==> src/rtl/pipe_stage_skid_reg_if.sv <==
// ============================================================================
// Module   : pipe_stage_skid_reg_if
// Brief    : Valid/ready/data handshake bundle for a pipeline stage boundary.
// Revision : 1.0
// ============================================================================
`default_nettype none

interface pipe_stage_skid_reg_if #(
    parameter int WIDTH = 158
);
    logic             valid;
    logic             ready;
    logic [WIDTH-1:0] data;

    modport master (
        output valid,
        output data,
        input  ready
    );

    modport slave (
        input  valid,
        input  data,
        output ready
    );
endinterface

`default_nettype wire

==> src/rtl/pipe_stage_skid_reg.sv <==
// ============================================================================
// Module   : pipe_stage_skid_reg
// Brief    : Pipeline stage register with valid/ready handshake and a 2-entry
//            skid buffer. Upstream ready is a function of registered state
//            and freeze only. Optional macro PIPE_STAGE_SKID_ZERO_ON_FLUSH_EN
//            makes flush also load RESET_DATA into both data registers.
// Revision : 1.0
// ============================================================================
`default_nettype none

module pipe_stage_skid_reg #(
    parameter int               WIDTH      = 158,
    parameter logic [WIDTH-1:0] RESET_DATA = {WIDTH{1'b0}}
) (
    input  wire                         clk,
    input  wire                         rst,
    input  wire                         flush,
    input  wire                         freeze,
    pipe_stage_skid_reg_if.slave        up,
    pipe_stage_skid_reg_if.master       dn,
    output logic [1:0]                  occupancy
);

    logic             r_main_valid;
    logic [WIDTH-1:0] r_main_data;
    logic             r_skid_valid;
    logic [WIDTH-1:0] r_skid_data;

    logic             w_in_ready;
    logic             w_out_valid;
    logic             w_in_fire;
    logic             w_out_fire;

    // Skid occupancy alone gates upstream, so in_ready never sees out_ready.
    assign w_in_ready  = !r_skid_valid && !freeze;
    assign w_out_valid = r_main_valid && !freeze;
    assign w_in_fire   = up.valid && w_in_ready;
    assign w_out_fire  = w_out_valid && dn.ready;

    assign up.ready  = w_in_ready;
    assign dn.valid  = w_out_valid;
    assign dn.data   = r_main_data;
    assign occupancy = {1'b0, r_main_valid} + {1'b0, r_skid_valid};

    always_ff @(posedge clk) begin
        if (!rst) begin
            r_main_valid <= 1'b0;
            r_skid_valid <= 1'b0;
            r_main_data  <= RESET_DATA;
            r_skid_data  <= RESET_DATA;
        end else if (flush) begin
            r_main_valid <= 1'b0;
            r_skid_valid <= 1'b0;
`ifdef PIPE_STAGE_SKID_ZERO_ON_FLUSH_EN
            r_main_data  <= RESET_DATA;
            r_skid_data  <= RESET_DATA;
`endif
        end else if (!freeze) begin
            if (w_out_fire) begin
                if (r_skid_valid) begin
                    // TWO -> ONE: the skid entry is the next beat in order.
                    r_main_data  <= r_skid_data;
                    r_skid_valid <= 1'b0;
                end else if (w_in_fire) begin
                    r_main_data  <= up.data;
                end else begin
                    r_main_valid <= 1'b0;
                end
            end else if (w_in_fire) begin
                if (r_main_valid) begin
                    r_skid_data  <= up.data;
                    r_skid_valid <= 1'b1;
                end else begin
                    r_main_data  <= up.data;
                    r_main_valid <= 1'b1;
                end
            end
        end
    end

endmodule

`default_nettype wire

==> src/flat_wrapper.sv <==
// flat-port wrapper written by rule: the top's interface ports become plain ports
module pipe_stage_skid_reg_flat 
#(
    parameter int               WIDTH      = 158,
    parameter logic [WIDTH-1:0] RESET_DATA = {WIDTH{1'b0}}
)
  (clk, rst, flush, freeze, occupancy, up_valid, up_data, up_ready, dn_valid, dn_data, dn_ready);
  pipe_stage_skid_reg_if #(.WIDTH(WIDTH)) up_i ();
  pipe_stage_skid_reg_if #(.WIDTH(WIDTH)) dn_i ();
  input  wire clk;
  input  wire rst;
  input  wire flush;
  input  wire freeze;
  output logic [1:0] occupancy;
  input wire logic [$bits(up_i.valid)-1:0] up_valid;
  input wire logic [$bits(up_i.data)-1:0] up_data;
  output wire logic [$bits(up_i.ready)-1:0] up_ready;
  output wire logic [$bits(dn_i.valid)-1:0] dn_valid;
  output wire logic [$bits(dn_i.data)-1:0] dn_data;
  input wire logic [$bits(dn_i.ready)-1:0] dn_ready;
  assign up_i.valid = up_valid;
  assign up_i.data = up_data;
  assign up_ready = up_i.ready;
  assign dn_valid = dn_i.valid;
  assign dn_data = dn_i.data;
  assign dn_i.ready = dn_ready;
  pipe_stage_skid_reg #(.WIDTH(WIDTH), .RESET_DATA(RESET_DATA)) u_core (.clk(clk), .rst(rst), .flush(flush), .freeze(freeze), .up(up_i), .dn(dn_i), .occupancy(occupancy));
endmodule
==> config.mk <==
export PLATFORM = sky130hd
export DESIGN_NAME = pipe_stage_skid_reg_flat
export DESIGN_NICKNAME = d
export VERILOG_FILES = /design/src/rtl/pipe_stage_skid_reg_if.sv /design/src/rtl/pipe_stage_skid_reg.sv /design/src/flat_wrapper.sv
export SDC_FILE = /design/constraint.sdc
export NUM_CORES = 1
export LEC_CHECK = 0
export BUFFER_PORTS_ARGS = -buffer_cell sky130_fd_sc_hd__clkbuf_2
export CAP_MARGIN = 20
export CORE_MARGIN = 2
export CORE_UTILIZATION = 30
export DETAILED_ROUTE_END_ITERATION = 6
export HOLD_SLACK_MARGIN = 0.1
export PLACE_DENSITY = 0.55
export SYNTH_ARGS = -nofsm -noshare
export SYNTH_HDL_FRONTEND = slang
export SYNTH_SLANG_ARGS = --single-unit
==> constraint.sdc <==
create_clock -name clk -period 2.1 [get_ports clk]
set_input_delay 0.42 -clock clk [delete_from_list [all_inputs] [get_ports clk]]
set_output_delay 0.42 -clock clk [all_outputs]
set_load 0.05 [all_outputs]
==> results.md, run 1 <==
* Seq/Total Area, Yosys at 43.9%
* First-pass GRT wire length at 81200 um
* Syn Std Cell Area at 14500 um^2
* Combinational share of power at 13.0%
* Total CTS buffers at 39
* Peak supply drop at 405 uV
* Antenna-violating nets left at 0
* Die height at 224 um
* Setup TNS at 0 ps
* FF+latch count, synth at 318
* # IOs at 326
* Vias in the first global route at 13778
* Combinational family with the most area after synthesis: compound AO/OA/AOI/OAI gates
* Final period util at 95.1%
* Total core area at 47700 um^2
* Placer Congestion at 0.760
* F_max at 0.501 GHz
* Clock Latency Late Sink at 540 ps
* Fin. max-slew vios at 0
* Most common cell after layout, fill and taps aside: clkbuf_2
* WL final at 53100 um
* Ys flop type: dfxtp_1
* DR vias at 14574
* Clock transition at the registers of the reported paths at 60 ps
* Sw Ratio at 27.3%
* Clock buffer depth at 3
* Die width at 224 um
* H-tree depth at 2
* EDFF count, synth at 0
* Fill cells at 4802
* Ys Warns at 0
* DRC at 0
* Wire length per cell at 21.0 um
* Status: finished clean
* Crit path capture type: primary output
* Synth area leaders: dfxtp_1 44%, a311oi_2 10%, a41oi_1 9.5%
* Die ar. at 50100 um^2
* DR iter-0 viols at 1282
* Adder-cell share of the synthesized area at 0.0862%
* Final number of setup-violating endpoints at 0
* Detailed Place HPWL at 31800 um
* GRT overflow at 0
* Drt pass-1 iters at 5
* Port Buffers at 325
* Largest area contributor in the synthesized netlist: dfxtp_1
* Critical Path AT at 1580 ps
* Avg Inst Size Synth at 8.68 um^2
* Least-Margin Pin Slew at 532 ps
* Initial antenna violation count at 0
* Int Pwr at 11200 uW
* Post-Syn Instances at 1672
* RSZ-0062 raised after global routing: false
* Simple-gate area share of the yosys netlist at 14.3%
* Count of cell types in the netlist at 26
* Final design utilization at 38.6%
* Layout area overhead at 26.9%
* Share of cells above drive strength 1 at 29.6%
* Layout net count at 2053
* Crit path max fanout at 20
* Seq pwr share at 40.9%
* Setup Skew at 8.65 ps
* Worst rel slew slack at 64.5%
* CTS tree: done
* Largest net degree at the start of global routing at 83
* MaxCap Viol Count at 0
* Worst Hold Class: in2reg
* Switching pwr at 4220 uW
* Min Tclk post-route at 2000 ps
* Syn nets at 1837
* WP data required at 1680 ps
* Fin. Hold Viols at 0
* Gr usage total at 20.2%
* Top-area cell type share of the netlist area at 43.9%
* Site row count at 80
* Post-CTS Setup Bufs at 0
* Pleak at 0.00659 uW
* Critical path type: reg2out
* TritonCTS Sinks at 318
* Compound-Gate Fraction of Synth Area at 34.5%
* Asr flop ratio synth at 0%
* Starting Density at 30.4%
* Clock network fraction of design power at 46.0%
* Pwr dens at 839 nW/um^2
* Clk Tree Root Cell: clkbuf_16
* Multiplexer area fraction after synthesis at 0%
* Most frequent cells in the layout: 324 x clkbuf_2, 317 x nand2_1, 316 x dfxtp_1
* Post-synthesis xor/xnor area fraction at 0%
* Setup crit start kind: register
* Antenna diodes at 0
* Vias/cell at 5.76
==> worst paths after layout <==
kind / from / to / slack (ps) / cells after the start
min reg2reg: u_core.r_skid_data[78] / u_core.r_skid_data[78] / 470 / 2
max reg2reg: u_core.r_skid_valid / u_core.r_skid_data[98] / 340 / 4
max: u_core.r_main_valid / dn_valid / 100 / 3
min: up_data[56] / u_core.r_skid_data[56] / 130 / 3
==> cell usage after synthesis (all sizes together) (2+ instances only) <==
library cell and n:
a21oi 160, a311oi 158, a41oi 158, buf 67, clkbuf 161, dfxtp 318
inv 2, nand2 317, nand2b 4, nand3 158, nor2 2, o21ai 158
==> logic make-up after synthesis <==
kind of cell               count (synthesis)
buffers and inverters                    230
adders and majority gates                  1
and+or+nand+nor                          487
AOI/OAI and AO/OA                        636
DFF                                      318
==> metrics by stage <==
stage               total power, uW  setup WS, ps  area [um^2]  hold slack [ps]  std cells
floorplan                      7740           140        14500              454       1672
global placement               8430           206        16900              459       2451
detailed placement             8450           217        16900              466       2451
CTS                           15600          59.8        18400              101       2531
global route                  16000          27.9        18400              112       2531
finish                        15500           103        18400              132       2531
==> layout make-up <==
cell class                 count  area, um^2  area share [%]
clock buffer                  56        1150            6.26
multi-input combinational   1124        7140            38.8
timing repair buffer         403        2770            15.0
clock inverter                13         198            1.07
tap                          615         769            4.18
inverter                       2        20.0           0.109
sequential                   318        6370            34.6
==> critical path, cell delays in order (launching register included) <==
cell      delay [ps]
dfxtp_2          430
nand2b_4         140
inv_6            260
buf_12           180
==> repair_timing <==
| item | CTS | global route |
|---|---|---|
| hold buffers | 11 | 0 |
| endpoints found under the setup margin | 2 | 0 |
| hold endpoints to repair | 11 | 0 |
| resized for setup | 3 | 0 |
==> power by group through the flow <==
| stage | Clock (uW) | Sequential (uW) | Combinational, uW |
|---|---|---|---|
| finish | 7110 | 6320 | 2020 |
| global route | 7510 | 6330 | 2130 |
| CTS | 7280 | 6320 | 2020 |
| detailed placement | 0 | 6450 | 2000 |
| global placement | 0 | 6450 | 1980 |
| floorplan | 0 | 6970 | 774 |
==> per-layer routing <==
layer  up-vias  global-route usage, %  routed length, um
met5         -                      0                  0
met4         0                   6.15               1340
met3        76                   3.86               3760
met2       583                   31.7              24600
met1      7178                   28.0              23400
li1       6737                      -                  -
==> registers in the layout (all words and copies together), names as in the netlist <==
register             flops
u_core.dn.data         158
u_core.r_skid_data     158
u_core.r_main_valid      1
u_core.r_skid_valid      1
(Power assumes the default switching activity.)
==> run 2: changes to the inputs <==
--- a/config.mk
+++ b/config.mk
@@ -7,2 +7,3 @@
 export LEC_CHECK = 0
+export ABC_AREA = 1
 export BUFFER_PORTS_ARGS = -buffer_cell sky130_fd_sc_hd__clkbuf_2
==> constraint.sdc (replaced) <==
create_clock -name clk -period 2.1 [get_ports clk]
set_input_delay 0 -clock clk [delete_from_list [all_inputs] [get_ports clk]]
set_output_delay 0 -clock clk [all_outputs]
set_load 0.05 [all_outputs]
==> run 2 against run 1 <==
  * Global-route usage down 2.5 points
  * Combinational power down 23%
  * Sequential power down 2%
  * Area after synthesis up 10%
==> results.md, run 2 <==
* Status: finished clean
* Fill cells at 5452
* Starting Density at 30.3%
* GRT overflow at 0
* Largest area contributor in the synthesized netlist: dfxtp_1
* Share of cells above drive strength 1 at 14.2%
* Initial antenna violation count at 3
* WP buf/inv at 3
* Adder-cell share of the synthesized area at 0.0783%
* Site row count at 84
* Reg area at 6370 um^2
* Synth top cells by count: 635 x nand2_1, 477 x nor2_1, 364 x o21ai_0, 319 x inv_1, 318 x dfxtp_1
* Top-area cell type share of the netlist area at 39.8%
* RSZ-0062 raised after global routing: false
* Asr flop ratio synth at 0%
* FF+latch count, synth at 318
* DR iter-0 viols at 1043
* Ys Warns at 0
* Syn Std Cell Area at 16000 um^2
* CP Cell Sequence: inv_2 > nor2_4 > nand3_4 > buf_16 > nor3_1 > dlygate4sd3_1 > nor2_1
* Setup crit start kind: register
* Dpl cell area at 17900 um^2
* F_max at 0.502 GHz
* Drt pass-1 iters at 5
* Final period util at 94.8%
* Critical path's slowest cell: dlygate4sd3_1
* CTS tree: done
* WL final at 51300 um
* Post-Syn Instances at 2587
* First-pass GRT wire length at 81600 um
* DRC at 0
* Largest net degree at the start of global routing at 177
* Total core area at 52700 um^2
* Placer Congestion at 0.794
* Area occupied by multi-input gates at 7490 um^2
* Synth area leaders: dfxtp_1 40%, nand2_1 15%, o21ai_0 11%
* MaxCap Viol Count at 0
* Simple-gate area share of the yosys netlist at 31.5%
* Fin. Hold Viols at 0
* Crit path max fanout at 79
* Critical Path AT at 2430 ps
* Final design utilization at 40.2%
* DR vias at 16774
* Worst Hold Class: in2reg
* Power, Total at 14800 uW
* Setup TNS at 0 ps
* Ys flop type: dfxtp_1
* Avg Inst Size Synth at 6.18 um^2
* Antenna-violating nets left at 0
* Peak supply drop at 698 uV
* Fin. max-slew vios at 0
* TritonCTS Sinks at 318
* Die height at 235 um
* Setup Skew at 12.4 ps
* Most common cell after layout, fill and taps aside: nand2_1
* H-tree depth at 2
* Clock Latency Late Sink at 560 ps
* Clk Tree Root Cell: clkbuf_16
* CP max stage delay at 580 ps
* EDFF count, synth at 0
* Min Tclk post-route at 1990 ps
* Most frequent cells in the layout: 635 x nand2_1, 477 x nor2_1, 364 x o21ai_0
* Critical path type: reg2reg
* Final Cell Area at 21100 um^2
* # IOs at 326
* WP data required at 2540 ps
* Least-Margin Pin Slew at 938 ps
* Detailed Place HPWL at 29200 um
* Count of cell types in the netlist at 24
* Post-synthesis xor/xnor area fraction at 0%
* Die width at 235 um
* CP delay by family, top: buffers and inverters
* Top-count cell post-synth: nand2_1
* Clock buffer depth at 3
* Clock transition at the registers of the reported paths at 60 ps
* Wire length per cell at 13.9 um
* Seq/Total Area, Yosys at 39.8%
* Worst rel slew slack at 37.5%
* Layout net count at 3138
* Layout area overhead at 32.3%
* Compound-Gate Fraction of Synth Area at 15.0%
* Pleak at 0.0101 uW
* Gr usage total at 17.6%
* Die ar. at 55100 um^2
* Syn nets at 2752
* Final number of setup-violating endpoints at 0
* Total CTS buffers at 40
* Vias in the first global route at 15885
* Multiplexer area fraction after synthesis at 0%
* Pwr dens at 699 nW/um^2
* Crit path capture type: register
* Combinational family with the most area after synthesis: simple AND/OR/NAND/NOR gates
* Port Buffers at 325
* Vias/cell at 4.54
[run 2: per-stage QoR]
stage	setup slack [ps]	hold WS, ps	instances
detailed placement	165	257	3435
floorplan	333	66.3	2587
global route	5.55	238	3691
global placement	273	248	3435
CTS	2.26	193	3686
finish	110	235	3691
[run 2: layout make-up]
| cell class | instances | area share [%] |
|---|---|---|
| clock buffer | 55 | 5.38 |
| timing repair buffer | 534 | 18.4 |
| inverter | 321 | 5.70 |
| clock inverter | 14 | 0.876 |
| antenna | 3 | 0.0355 |
| multi-input combinational | 1758 | 35.4 |
| tap | 688 | 4.07 |
| sequential | 318 | 30.1 |
[run 2: kinds of logic (layout without fill, tap and decap cells)]
kind of cell | count (synthesis) | count (layout)
adder cells (fa/ha/maj) | 1 | 1
other | 0 | 3
AO/OA/AOI/OAI | 478 | 478
AND/OR/NAND/NOR | 1279 | 1279
buffers and inverters | 511 | 924
flip-flops | 318 | 318
[run 2: metal layers]
| metal | vias to the layer above | track usage (%) | share of wire, % |
|---|---|---|---|
| met1 | 7550 | 21.9 | 45 |
| met3 | 78 | 3.36 | 5.3 |
| met4 | 0 | 6.00 | 2.4 |
| met5 | - | 0 | 0 |
| met2 | 408 | 30.5 | 47 |
| li1 | 8738 | - | - |
[run 2: final timing paths]
| check | startpoint | end | slack [ps] | cells past startpoint |
|---|---|---|---|---|
| worst min register to register | u_core.r_skid_data[64] | u_core.r_skid_data[64] | 500 | 2 |
| worst max-delay path | u_core.r_main_valid | u_core.r_skid_data[123] | 110 | 7 |
| worst max register to register | u_core.r_main_valid | u_core.r_skid_data[123] | 110 | 7 |
| worst min-delay path | up_data[57] | u_core.r_skid_data[57] | 240 | 4 |
[run 2: what timing repair did]
| item | 4_1_cts | 5_1_grt |
|---|---|---|
| cloned | 0 | 2 |
| pin swaps | 0 | 1 |
| endpoints found under the setup margin | 1 | 26 |
| hold endpoints to repair | 318 | 0 |
| resized for setup | 1 | 4 |
| buffers inserted | 0 | 1 |
| hold buffers | 182 | 0 |
[run 2: where the power goes]
part	switching, uW	internal (uW)
clock	2780	4280
combinational	967	586
sequential	52.0	6120
total	3800	11000
[run 2: worst min-delay path, cell delays in order]
cell	delay [ps]
dlygate4sd3_1	520
clkbuf_2	110
nor3_1	40
nor2_1	80
==> run 3: changes to the inputs <==
--- a/constraint.sdc
+++ b/constraint.sdc
@@ -3,2 +3,2 @@
 set_output_delay 0 -clock clk [all_outputs]
-set_load 0.05 [all_outputs]
+set_load 0.01 [all_outputs]
==> run 3 against run 2 <==
  * Wire length down 1.3%
  * Utilization down 0.062 points
  * Maximum frequency up 0.25%
  * Non-clock buffer count down 1
  * Hold slack about the same
  * Worst setup slack better by 5.0 ps
  * Clock-buffer cell count unchanged
  * Sequential share of layout area about the same
  * Combinational power down 15%
  * Design area down 0.15%
  * Critical path depth unchanged
  * Clock power about the same
  * Critical path type unchanged
  * Largest power group unchanged
==> results.md, run 3 (synthesized netlist as in run 2, its figures left out) <==
* Setup TNS at 0 ps
* Min Tclk post-route at 1990 ps
* Crit path capture type: register
* Fin. max-slew vios at 0
* Share of cells above drive strength 1 at 14.2%
* Clock buffer depth at 3
* Drt pass-1 iters at 5
* Clock transition at the registers of the reported paths at 60 ps
* Setup crit start kind: register
* Final design utilization at 40.1%
* Die ar. at 55100 um^2
* CP startpoint: u_core.r_main_valid
* Hold Crit Endpoint: u_core.r_skid_data[57]
* Setup Skew at 11.1 ps
* Clk Tree Root Cell: clkbuf_16
* Crit path max fanout at 79
* Critical path's slowest cell: dlygate4sd3_1
* Least-Margin Pin Slew at 943 ps
* Fin. Hold Viols at 0
* Placer Congestion at 0.794
* Largest net degree at the start of global routing at 177
* Site row count at 84
* MaxCap Viol Count at 0
* Die width at 235 um
* First-pass GRT wire length at 81600 um
* Hold_ws at 235 ps
* Critical Path AT at 2440 ps
* DRC at 0
* WL met3 at 2780 um
* Total CTS buffers at 40
* H-tree depth at 2
* Pwr dens at 690 nW/um^2
* RSZ-0062 raised after global routing: false
* WP data required at 2550 ps
* CTS tree: done
* Setup WS post-layout at 114 ps
* WL final at 50600 um
* Worst rel slew slack at 37.1%
* Vias/cell at 4.54
* Vias in the first global route at 15885
* Worst Hold Class: in2reg
* Wire length per cell at 13.7 um
* Pleak at 0.0101 uW
* Starting Density at 30.3%
* WL met1 at 22400 um
* Status: finished clean
* Dpl ws at 165 ps
* Peak supply drop at 698 uV
* CP Cell Sequence: inv_2 > nor2_4 > nand3_4 > buf_16 > nor3_1 > dlygate4sd3_1 > nor2_1
* Antenna-violating nets left at 0
* Critical path type: reg2reg
* FF-to-FF path depth at 7
* Total core area at 52700 um^2
* GRT overflow at 0
* CP delay by family, top: buffers and inverters
* Most frequent cells in the layout: 635 x nand2_1, 477 x nor2_1, 364 x o21ai_0
* Clock Latency Late Sink at 560 ps
* WP buf/inv at 3
* TritonCTS Sinks at 318
* Die height at 235 um
* Worst hold start: up_data[57]
* DR iter-0 viols at 1088
* Most common cell after layout, fill and taps aside: nand2_1
* CP max stage delay at 580 ps
* Capturing point of the worst reg2reg path: u_core.r_skid_data[140]
* Cell depth of the worst hold path at 4
* Met2 wire length at 24200 um
* Final number of setup-violating endpoints at 0
* DR vias at 16745
* Power, Total at 14600 uW
* Gr usage total at 17.6%
* RR Startpoint: u_core.r_main_valid
* Top layer reached by signal wires: met4
* F_max at 0.504 GHz
* Port Buffers at 325
* Detailed Place HPWL at 29200 um
* Layout area overhead at 32.1%
* Setup slack, reg-to-reg at 110 ps
* Layout net count at 3137
* Initial antenna violation count at 3
* Final period util at 94.5%
* # IOs at 326
## run 3: cell types whose count changed in the layout (fill, tap and decap cells not counted), sizes merged
cell | previous run | this run
clkbuf | 381 | 380
## run 3: stage by stage
step | instance area (um^2) | std cells
floorplan | 16000 | 2587
global placement | 17900 | 3435
detailed placement | 17900 | 3435
CTS | 21100 | 3686
global route | 21100 | 3690
finish | 21100 | 3690
## run 3: final cells by class
| class | instances | area (um^2) |
|---|---|---|
| diodes | 3 | 7.51 |
| clock buffers | 55 | 1140 |
| clock inverters | 14 | 185 |
| fillers | 5455 | 31500 |
| inverters | 321 | 1200 |
| multi-input cells | 1758 | 7490 |
| flip-flops and latches | 318 | 6370 |
| well taps | 688 | 861 |
| repair buffers | 533 | 3860 |
## run 3: per-layer routing
metal	vias to the layer above	track usage (%)
met4	0	6.00
met3	77	3.36
met2	399	30.5
li1	8737	-
met5	-	0
met1	7532	21.9
## run 3: how the worst max path moves through the flow
stage | end | slack, ps | depth (start not counted)
after CTS | u_core.r_skid_data[123] | 20 | 7
after global placement | u_core.dn.data[52] | 270 | 9
after floorplan | u_core.dn.data[148] | 710 | 8
after global routing | u_core.r_skid_data[121] | 6 | 7
after detailed placement | u_core.dn.data[31] | 160 | 9
final | u_core.r_skid_data[140] | 110 | 7
## run 3: worst reg2reg max path, cell delays in order, from the launching register on
cell and delay, ps:
dfxtp_2 350, inv_2 70, nor2_4 170, nand3_4 170
buf_16 250, nor3_1 250, dlygate4sd3_1 580, nor2_1 40
## run 3: timing repair
action                     in CTS  in global routing
buffers inserted                0                  1
gates resized for setup         0                  4
setup endpoints to repair       0                 25
hold endpoints to repair      318                  0
hold buffers                  182                  0
## run 3: power breakdown
| group | internal (uW) | switching [uW] | total, uW |
|---|---|---|---|
| Clock | 4280 | 2790 | 7070 |
| Combinational | 586 | 737 | 1320 |
| Sequential | 6120 | 51.9 | 6170 |
| Total | 11000 | 3580 | 14600 |
